--- config.mk ---
export PLATFORM = sky130hd
export DESIGN_NAME = sc_accum
export DESIGN_NICKNAME = d
export VERILOG_FILES = /design/src/rtl/sc_pkg.sv /design/src/rtl/sc_popcnt.sv /design/src/rtl/sc_accum.sv
export SDC_FILE = /design/constraint.sdc
export NUM_CORES = 2
export LEC_CHECK = 0
export CAP_MARGIN = 10
export CORE_AREA = 2 2 442 444
export CTS_BUF_LIST = sky130_fd_sc_hd__clkbuf_4 sky130_fd_sc_hd__clkbuf_8
export CTS_CLUSTER_DIAMETER = 200
export DETAILED_ROUTE_END_ITERATION = 7
export DIE_AREA = 0 0 444 446
export PLACE_DENSITY = 0.4
export SLEW_MARGIN = 25
export SYNTH_ARGS = -nofsm -noshare
export SYNTH_HDL_FRONTEND = slang
export SYNTH_SLANG_ARGS = --single-unit
--- constraint.sdc ---
create_clock -name clk -period 2.61 [get_ports clk]
set_input_delay 0.783 -clock clk [delete_from_list [all_inputs] [get_ports clk]]
set_output_delay 0.783 -clock clk [all_outputs]
set_load 0.02 [all_outputs]
--- src/rtl/sc_pkg.sv ---
// Shared constants and FSM state type for the stochastic-computing accumulator.
//   DIM_IN  : input neurons per output neuron
//   DIM_OUT : output neurons handled in parallel
//   INWD    : bitstream length exponent (LEN = 2**INWD beats)
//   ACCWD   : accumulator width, wide enough for DIM_IN * LEN
package sc_pkg;

  localparam int unsigned DIM_IN  = 110;
  localparam int unsigned DIM_OUT = 8;
  localparam int unsigned INWD    = 8;
  localparam int unsigned ACCWD   = INWD + $clog2(DIM_IN + 1);

  typedef enum logic [1:0] {
    IDLE = 2'd0,
    RUN  = 2'd1,
    DONE = 2'd2
  } state_t;

endpackage

--- src/rtl/sc_popcnt.sv ---
// Combinational population count.
//   bits    : N input bits
//   count_c : number of ones in bits (combinational)
module sc_popcnt #(
  parameter  int unsigned N  = sc_pkg::DIM_IN,
  localparam int unsigned CW = $clog2(N + 1)
) (
  input  logic [N-1:0]  bits,
  output logic [CW-1:0] count_c
);

  // Ripple sum of single bits; synthesis rebalances into an adder tree.
  always_comb begin
    count_c = '0;
    for (int i = 0; i < int'(N); i++) begin
      count_c = count_c + CW'(bits[i]);
    end
  end

endmodule

--- src/rtl/sc_accum.sv ---
// Stochastic-computing dot-product accumulator.
// Counts, per output neuron, the ones in the AND of each weight bitstream with
// its activation bitstream over LEN = 2**INWD valid beats.
//   clk, rst_n : clock, asynchronous active-low reset
//   start      : begin a new stream (honoured only in IDLE)
//   in_valid   : cmp_out / act_bit carry a valid beat
//   cmp_out    : weight bitstream bits [DIM_OUT][DIM_IN]
//   act_bit    : activation bitstream bits [DIM_IN]
//   rng_en     : advance enable for upstream RNGs (RUN and in_valid)
//   busy       : high in RUN or DONE
//   out_valid  : acc_out is final (DONE)
//   out_ready  : consumer takes acc_out; DONE returns to IDLE
//   acc_out    : per-neuron ones count [DIM_OUT][ACCWD]
module sc_accum #(
  parameter  int unsigned DIM_IN  = sc_pkg::DIM_IN,
  parameter  int unsigned DIM_OUT = sc_pkg::DIM_OUT,
  parameter  int unsigned INWD    = sc_pkg::INWD,
  localparam int unsigned ACCWD   = INWD + $clog2(DIM_IN + 1)
) (
  input  logic                            clk,
  input  logic                            rst_n,
  input  logic                            start,
  input  logic                            in_valid,
  input  logic [DIM_OUT-1:0][DIM_IN-1:0]  cmp_out,
  input  logic [DIM_IN-1:0]               act_bit,
  output logic                            rng_en,
  output logic                            busy,
  output logic                            out_valid,
  input  logic                            out_ready,
  output logic [DIM_OUT-1:0][ACCWD-1:0]   acc_out
);

  import sc_pkg::*;

  localparam int unsigned PCWD = $clog2(DIM_IN + 1);
  localparam int unsigned CNTW = INWD + 1;
  localparam int unsigned LEN  = 1 << INWD;

  state_t                          state_q, state_d;
  logic [DIM_OUT-1:0][ACCWD-1:0]   acc_q, acc_d;
  logic [CNTW-1:0]                 cnt_q, cnt_d;
  logic                            busy_q, busy_d;
  logic                            valid_q, valid_d;
  logic [DIM_OUT-1:0][PCWD-1:0]    pc_c;

  // Per-neuron ones count of the product bitstream for this beat.
  for (genvar j = 0; j < int'(DIM_OUT); j++) begin : g_pc
    sc_popcnt #(.N(DIM_IN)) u_popcnt (
      .bits    (cmp_out[j] & act_bit),
      .count_c (pc_c[j])
    );
  end

  // Next-state, accumulate and output decode.
  always_comb begin
    state_d = state_q;
    acc_d   = acc_q;
    cnt_d   = cnt_q;
    case (state_q)
      IDLE: begin
        if (start) begin
          state_d = RUN;
          acc_d   = '0;
          cnt_d   = '0;
        end
      end
      RUN: begin
        if (in_valid) begin
          for (int j = 0; j < int'(DIM_OUT); j++) begin
            acc_d[j] = acc_q[j] + ACCWD'(pc_c[j]);
          end
          cnt_d = cnt_q + CNTW'(1);
          if (cnt_q == CNTW'(LEN - 1)) state_d = DONE;
        end
      end
      DONE: begin
        if (out_ready) state_d = IDLE;
      end
      default: state_d = IDLE;
    endcase
    busy_d  = (state_d != IDLE);
    valid_d = (state_d == DONE);
  end

  // All state in one register bank.
  always_ff @(posedge clk or negedge rst_n) begin
    if (!rst_n) begin
      state_q <= IDLE;
      acc_q   <= '0;
      cnt_q   <= '0;
      busy_q  <= 1'b0;
      valid_q <= 1'b0;
    end else begin
      state_q <= state_d;
      acc_q   <= acc_d;
      cnt_q   <= cnt_d;
      busy_q  <= busy_d;
      valid_q <= valid_d;
    end
  end

  // RNG advance follows accepted beats directly so upstream stays in lockstep.
  assign rng_en    = (state_q == RUN) && in_valid;
  assign busy      = busy_q;
  assign out_valid = valid_q;
  assign acc_out   = acc_q;

endmodule

Word level (Yosys, flattened, before mapping)

Index checks and enable logic that the tools add are counted.

Register bits: 133
Latch bits: 0
Bits in writable memories: 0
Bits in read-only memories: 0
Output and inout bits: 123
Word-level logic and storage cells: 923
Memories kept: 0

Add/sub/neg operators: 881
$mul: 0
Div/mod/pow operators: 0
Magnitude comparators: 0
Equal/unequal tests: 6
Shift-type cells: 0
Mux-type cells: 11
Bitwise logic cells: 8
Reductions and logical operators: 5

Operators with widths:

| kind                                                 | number |
|---|---|
| adder 7 x 1 -> 7 bit                                 | 864 |
| AND 110 bit                                          | 8 |
| 2-to-1 mux 120 bit                                   | 2 |
| case mux 120 bit (2 select lines)                    | 1 |
| adder 15 x 7 -> 15 bit                               | 8 |
| 2-to-1 mux 9 bit                                     | 2 |
| case mux 9 bit (2 select lines)                      | 1 |
| adder 1 x 1 -> 2 bit                                 | 8 |
| adder 9 x 1 -> 9 bit (second input constant)         | 1 |
| equality test 9 x 8 -> 1 bit (second input constant) | 1 |
| 2-to-1 mux 2 bit                                     | 4 |
| case mux 2 bit (3 select lines)                      | 1 |
| equality test 2 bit (second input constant)          | 2 |
| != test 2 bit (second input constant)                | 2 |
| nonzero test 2 bit                                   | 2 |
| AND reduction 3 bit                                  | 1 |
| equality test 2 x 1 -> 1 bit (second input constant) | 1 |
| logical NOT 2 bit                                    | 1 |
| logical AND 1 bit                                    | 1 |

Depth between registers and ports, before layout

Word-level depth: 113
Gate-level depth with buffers: 30

Hierarchy

From an unflattened synthesis, not the netlist that was laid out.

Cell total of the unflattened synthesis: 4028
Area total of the unflattened synthesis: 36876.6 µm²

By module, submodules not included:

| module                           | times used | cells each | area an instance (µm²) | sequential area each (µm²) |
|---|---|---|---|---|
| sc_popcnt (g_pc[3].u_popcnt ...) | 5          | 286        | 2907.8                 | 0.0 |
| sc_accum                         | 1          | 1735       | 13606.8                | 3328.2 |
| sc_popcnt (g_pc[1].u_popcnt ...) | 2          | 287        | 2907.8                 | 0.0 |
| sc_popcnt (g_pc[0].u_popcnt)     | 1          | 289        | 2915.3                 | 0.0 |

Worst setup path after synthesis

Ideal clock, no wire load.

Path kind: input-to-reg
Start: input port cmp_out[0] (netlist bit)
End: register acc_q, in the netlist acc_out[10]
Setup time: 0.132 ns
Arrival time: 8.759 ns
Data required time: 2.478 ns
Slack: -6.281 ns
Cell stages on the path: 25
Path through: and2_1 -> ha_1 -> inv_1 -> fa_1 -> fa_1 -> fa_1 -> fa_1 -> fa_1 -> fa_1 -> fa_1 -> fa_1 -> fa_1 -> fa_1 -> fa_1 -> nor2b_1 -> o21ai_0 -> a21boi_0 -> mux2i_1 -> o211ai_1 -> ha_1 -> nand3_1 -> a211o_1 -> a2111oi_1 -> xnor2_1 -> nor2_1

Cells in the longest elaborated chain, start to end: 113

Ends and longest elaborated chain:

| what                                 | line            | text |
|---|---|---|
| start, declared                      | sc_accum.sv:24  | `input logic [DIM_OUT-1:0][DIM_IN-1:0] cmp_out,` |
| AND 110 bit                          | sc_accum.sv:49  | `.bits (cmp_out[j] & act_bit),` |
| adder 1 x 1 -> 2 bit                 | sc_popcnt.sv:16 | `count_c = count_c + CW'(bits[i]);` |
| adder 7 x 1 -> 7 bit (108 in series) | sc_popcnt.sv:16 |  |
| adder 15 x 7 -> 15 bit               | sc_accum.sv:70  | `acc_d[j] = acc_q[j] + ACCWD'(pc_c[j]);` |
| 2-to-1 mux 120 bit                   | sc_accum.sv:68  | `if (in_valid) begin` |
| case mux 120 bit (2 select lines)    | sc_accum.sv:59  | `case (state_q)` |
| end signal, assigned                 | sc_accum.sv:89  | `acc_q <= '0;` |
| end signal, assigned                 | sc_accum.sv:95  | `acc_q <= acc_d;` |
| end, declared                        | sc_accum.sv:40  | `logic [DIM_OUT-1:0][ACCWD-1:0] acc_q, acc_d;` |

No other way between the ends. The select of a mux whose other input is x is not followed.
A chain may end at the register's enable or synchronous reset.

Worst setup path after layout

Start: input port cmp_out[454] (netlist bit)
End: register acc_q, in the netlist acc_out[74]

Cells in the longest elaborated chain, start to end: 100

Ends and longest elaborated chain:

| what                                | line |
|---|---|
| AND 110 bit                         | sc_accum.sv:49 |
| adder 7 x 1 -> 7 bit (96 in series) | sc_popcnt.sv:16 |
| adder 15 x 7 -> 15 bit              | sc_accum.sv:70 |
| 2-to-1 mux 120 bit                  | sc_accum.sv:68 |
| case mux 120 bit (2 select lines)   | sc_accum.sv:59 |

No other way between the ends. The select of a mux whose other input is x is not followed.

==> flow_summary.rst <==
.. list-table::
   :header-rows: 1

   * - Metric
     - Value
   * - Status
     - finished, violations left
   * - Violated checks
     - setup timing
   * - Utilization after layout
     - 0.3009
   * - Hold Vio Cnt, Final
     - 0
   * - Max Clock Freq
     - ~120 MHz
   * - Num CTS Buffers
     - 17
   * - Syn Area/Cell
     - 9.096 sq um
   * - Element type at the critical path start
     - input pin
   * - Register clock-pin slew on the reported worst setup and hold paths
     - 0.09 ns
   * - Final Hold Slack
     - 0.2116 ns
   * - Number of buffers added on ports
     - 1117
   * - Initial cell density of the core
     - 0.1779
   * - Critical path type
     - in2reg
   * - Largest cells by area after synthesis
     - sky130_fd_sc_hd__fa_1 (46%), sky130_fd_sc_hd__dfrtp_1 (9.7%), sky130_fd_sc_hd__inv_1 (9.6%)
   * - Sink count of the clock tree
     - 133
   * - Transition at the pin with the smallest max-transition slack
     - 0.5293 ns
   * - Arrival time of the worst setup path
     - 9.01 ns
   * - Final count of pins violating max slew
     - 0
   * - CTS Buffer Depth
     - 2
   * - Top FF cell, synth
     - sky130_fd_sc_hd__dfrtp_1
   * - Nature of the critical path endpoint
     - register
   * - RSZ-0062 raised after global routing
     - yes
   * - Fraction of final layout cells with drive strength greater than 1
     - 0.2735
   * - Number of nets produced by synthesis
     - 5790
   * - Area growth from synthesis to final layout
     - 69.20%
   * - Chip Width
     - 444 microns
   * - Global route overflow
     - 0
   * - Synth unique cells
     - 58
   * - Die Area
     - 198000 sq um
   * - Number of primary I/O pins
     - around 1.1k
   * - Post-route clock period utilization
     - 3.313
   * - Floorplan row count
     - approximately 160
   * - Portion of synthesized cell area occupied by the leading cell type
     - 0.4605
   * - Antenna Violating Nets Remaining
     - 0
   * - Total number of H-tree levels
     - 4
   * - Count of flip-flops with a built-in enable after synthesis
     - 0
   * - Number of filler instances in the final layout
     - between 20k and 25k
   * - Global placement routability congestion
     - 0.9292
   * - Sum Neg Setup Slack
     - -665.31 ns
   * - Worst setup margin
     - -6.038 ns
   * - Async set or reset register ratio after synthesis
     - 1.000
   * - Number of iterations in the first detailed-routing pass
     - 5
   * - Number of synthesized register bits
     - 133
   * - Detailed-route via count
     - 31.56k
   * - Vertical extent of the die
     - 446 microns
   * - Vias in the first global route
     - roughly 36k
   * - Standard cell core area
     - 193600 sq um
   * - Latest clock arrival within the worst-skew pair
     - 0.50 ns
   * - DRC viols
     - 0
   * - Post-Synthesis Cells
     - 3785
   * - CTS tree
     - yes
   * - Post-route minimum period
     - 8.648 ns
   * - Cell type with the largest total area after synthesis
     - sky130_fd_sc_hd__fa_1
   * - Number of DRC markers in iteration 0
     - 1177
   * - Root Driver
     - sky130_fd_sc_hd__clkbuf_8
   * - Antenna violations before repair
     - 62
   * - CP required
     - between 2 and 3 ns
   * - Pin count of the biggest net entering global routing
     - 41
   * - Maximum capacitance violations
     - 0
   * - Global-route wire length before repair
     - between 200 and 300 mm
   * - Overall global routing resource usage
     - 0.2105
   * - Overall routed net length
     - 212.4 mm
   * - Vias per cell
     - between 3 and 4
   * - Number of endpoints failing setup at the final stage
     - between 100 and 150
   * - CP max FO
     - 4
   * - Routed wire per std cell
     - 26.53 microns
   * - Detailed placement HPWL
     - approximately 200 mm
   * - Type of the tightest min-delay check
     - in2async
   * - Seq/Total Area, Yosys
     - 0.09667
   * - Post-Route Skew
     - 0.01857 ns
   * - Max-slew headroom
     - 0.6472
   * - Warnings from Yosys
     - 0
   * - Cell area after technology mapping
     - 34430 sq um
   * - Final nets
     - ~7.4k
## metrics by stage
stage	std cells	setup WS [ns]	area (sq um)
final	8006	-6.038	58250
after global routing	7996	-6.288	58230
after CTS	7936	-6.131	56400
after detailed placement	7862	-7.255	53970
after global placement	7862	-7.249	53970
after floorplan	3785	-5.771	35550
## worst max-delay path: stages
cell	delay, ns
sky130_fd_sc_hd__clkdlybuf4s50_1	0.48
sky130_fd_sc_hd__nand2_2	0.10
sky130_fd_sc_hd__fa_1	0.52
sky130_fd_sc_hd__fa_1	0.46
sky130_fd_sc_hd__fa_1	0.60
sky130_fd_sc_hd__fa_2	0.47
sky130_fd_sc_hd__fa_1	0.55
sky130_fd_sc_hd__buf_12	0.17
sky130_fd_sc_hd__fa_2	0.51
sky130_fd_sc_hd__fa_1	0.61
sky130_fd_sc_hd__fa_1	0.46
sky130_fd_sc_hd__fa_1	0.50
sky130_fd_sc_hd__fa_2	0.39
sky130_fd_sc_hd__fa_2	0.36
sky130_fd_sc_hd__nor2b_2	0.13
sky130_fd_sc_hd__o21ai_2	0.08
sky130_fd_sc_hd__a21boi_2	0.16
sky130_fd_sc_hd__mux2i_1	0.23
sky130_fd_sc_hd__nand2_2	0.14
sky130_fd_sc_hd__ha_4	0.31
sky130_fd_sc_hd__nand3_2	0.07
sky130_fd_sc_hd__a211o_4	0.39
sky130_fd_sc_hd__a2111oi_4	0.33
sky130_fd_sc_hd__xnor2_1	0.15
sky130_fd_sc_hd__nor2_1	0.05
## what timing repair did
action,in CTS,in global routing
pin swaps,514,491
gates resized for setup,866,566
hold buffers,0,0
setup buffers,58,61
endpoints found under the setup margin,121,122
endpoints found under the hold margin,0,0
## cells in the mapped netlist, types with 16 or more instances
library cell               instances
sky130_fd_sc_hd__a21o_1           16
sky130_fd_sc_hd__a21oi_1          76
sky130_fd_sc_hd__and2_1          330
sky130_fd_sc_hd__clkbuf_1         89
sky130_fd_sc_hd__dfrtp_1         133
sky130_fd_sc_hd__fa_1            792
sky130_fd_sc_hd__ha_1            218
sky130_fd_sc_hd__inv_1           884
sky130_fd_sc_hd__mux2i_1          16
sky130_fd_sc_hd__nand2_1         664
sky130_fd_sc_hd__nand2b_1         28
sky130_fd_sc_hd__nand3_1          35
sky130_fd_sc_hd__nor2_1          100
sky130_fd_sc_hd__nor2b_1          24
sky130_fd_sc_hd__nor3_1           20
sky130_fd_sc_hd__o21ai_0          94
sky130_fd_sc_hd__xnor2_1          62
sky130_fd_sc_hd__xor2_1           25
## sequential cells by signal (all words and copies together), names as in the netlist
| signal | cells |
|---|---|
| state_q | 2 |
| busy | 1 |
| acc_out | 120 |
| out_valid | 1 |
| cnt_q | 9 |
## layout make-up
cell class / instances / area, sq um / share of cell area
multi-input combinational: 2669 / 30910 / 0.5307
timing repair buffer: 1720 / 17000 / 0.2917
inverter: 885 / 3338 / 0.05731
sequential: 133 / 3328 / 0.05713
tap: 2542 / 3181 / 0.05460
clock buffer: 21 / 276.5 / 0.004747
clock inverter: 9 / 151.4 / 0.002599
antenna: 27 / 67.56 / 0.001160
## layout by cell type, fill, tap and decap left out, types with 20 or more instances in the layout
cell type	count
sky130_fd_sc_hd__and2_1	216
sky130_fd_sc_hd__o21ai_2	27
sky130_fd_sc_hd__a21oi_1	20
sky130_fd_sc_hd__dfrtp_1	133
sky130_fd_sc_hd__buf_4	403
sky130_fd_sc_hd__ha_4	52
sky130_fd_sc_hd__o21ai_1	48
sky130_fd_sc_hd__fa_2	143
sky130_fd_sc_hd__a21oi_2	28
sky130_fd_sc_hd__buf_12	70
sky130_fd_sc_hd__clkdlybuf4s50_1	820
sky130_fd_sc_hd__nand3_1	20
sky130_fd_sc_hd__inv_1	757
sky130_fd_sc_hd__nand2_4	28
sky130_fd_sc_hd__dlymetal6s2s_1	89
sky130_fd_sc_hd__buf_6	144
sky130_fd_sc_hd__and2_4	114
sky130_fd_sc_hd__dlygate4sd2_1	117
sky130_fd_sc_hd__ha_1	165
sky130_fd_sc_hd__nand2_1	568
sky130_fd_sc_hd__fa_1	649
sky130_fd_sc_hd__a21oi_4	28
sky130_fd_sc_hd__clkbuf_2	30
sky130_fd_sc_hd__nor3_1	20
sky130_fd_sc_hd__diode_2	27
sky130_fd_sc_hd__xnor2_1	41
sky130_fd_sc_hd__nor2_1	83
sky130_fd_sc_hd__nand2_2	68
sky130_fd_sc_hd__inv_2	123
## logic make-up (layout without fill, tap and decap cells)
| family | after synthesis | in the layout | share of synthesized area |
|---|---|---|---|
| AO/OA/AOI/OAI | 309 | 309 | 0.05888 |
| other | 0 | 27 | 0 |
| adder cells (fa/ha/maj) | 1010 | 1010 | 0.5398 |
| XOR/XNOR | 87 | 87 | 0.02213 |
| buffers and inverters | 983 | 2635 | 0.1078 |
| flip-flops | 133 | 133 | 0.09667 |
| multiplexers | 16 | 16 | 0.004652 |
| AND/OR/NAND/NOR | 1247 | 1247 | 0.1701 |
## final timing paths
path                                    startpoint                 endpoint  slack (ns)  depth (start not counted)
max in group asynchronous                    rst_n  acc_out[94]$_DFFE_PN0P_        1.76                          2
min                                          rst_n  acc_out[66]$_DFFE_PN0P_        0.21                          1
min reg2reg                   cnt_q[8]$_DFFE_PN0P_     cnt_q[8]$_DFFE_PN0P_        0.52                          2
min in group clk              cnt_q[8]$_DFFE_PN0P_     cnt_q[8]$_DFFE_PN0P_        0.52                          2
max reg2reg                acc_out[60]$_DFFE_PN0P_  acc_out[74]$_DFFE_PN0P_        0.24                          8
max                                   cmp_out[454]  acc_out[74]$_DFFE_PN0P_       -6.04                         25
## routing by layer
layer	up-vias	part of all wire	GRT usage
met1	16097	0.40	0.2539
met4	22	0.013	0.02427
li1	14563	-	-
met2	739	0.55	0.4065
met5	-	0.00061	0
met3	136	0.037	0.02410
Power is not shown: default switching activity piles up to over one toggle a cycle in this logic, so the estimate is an artifact.
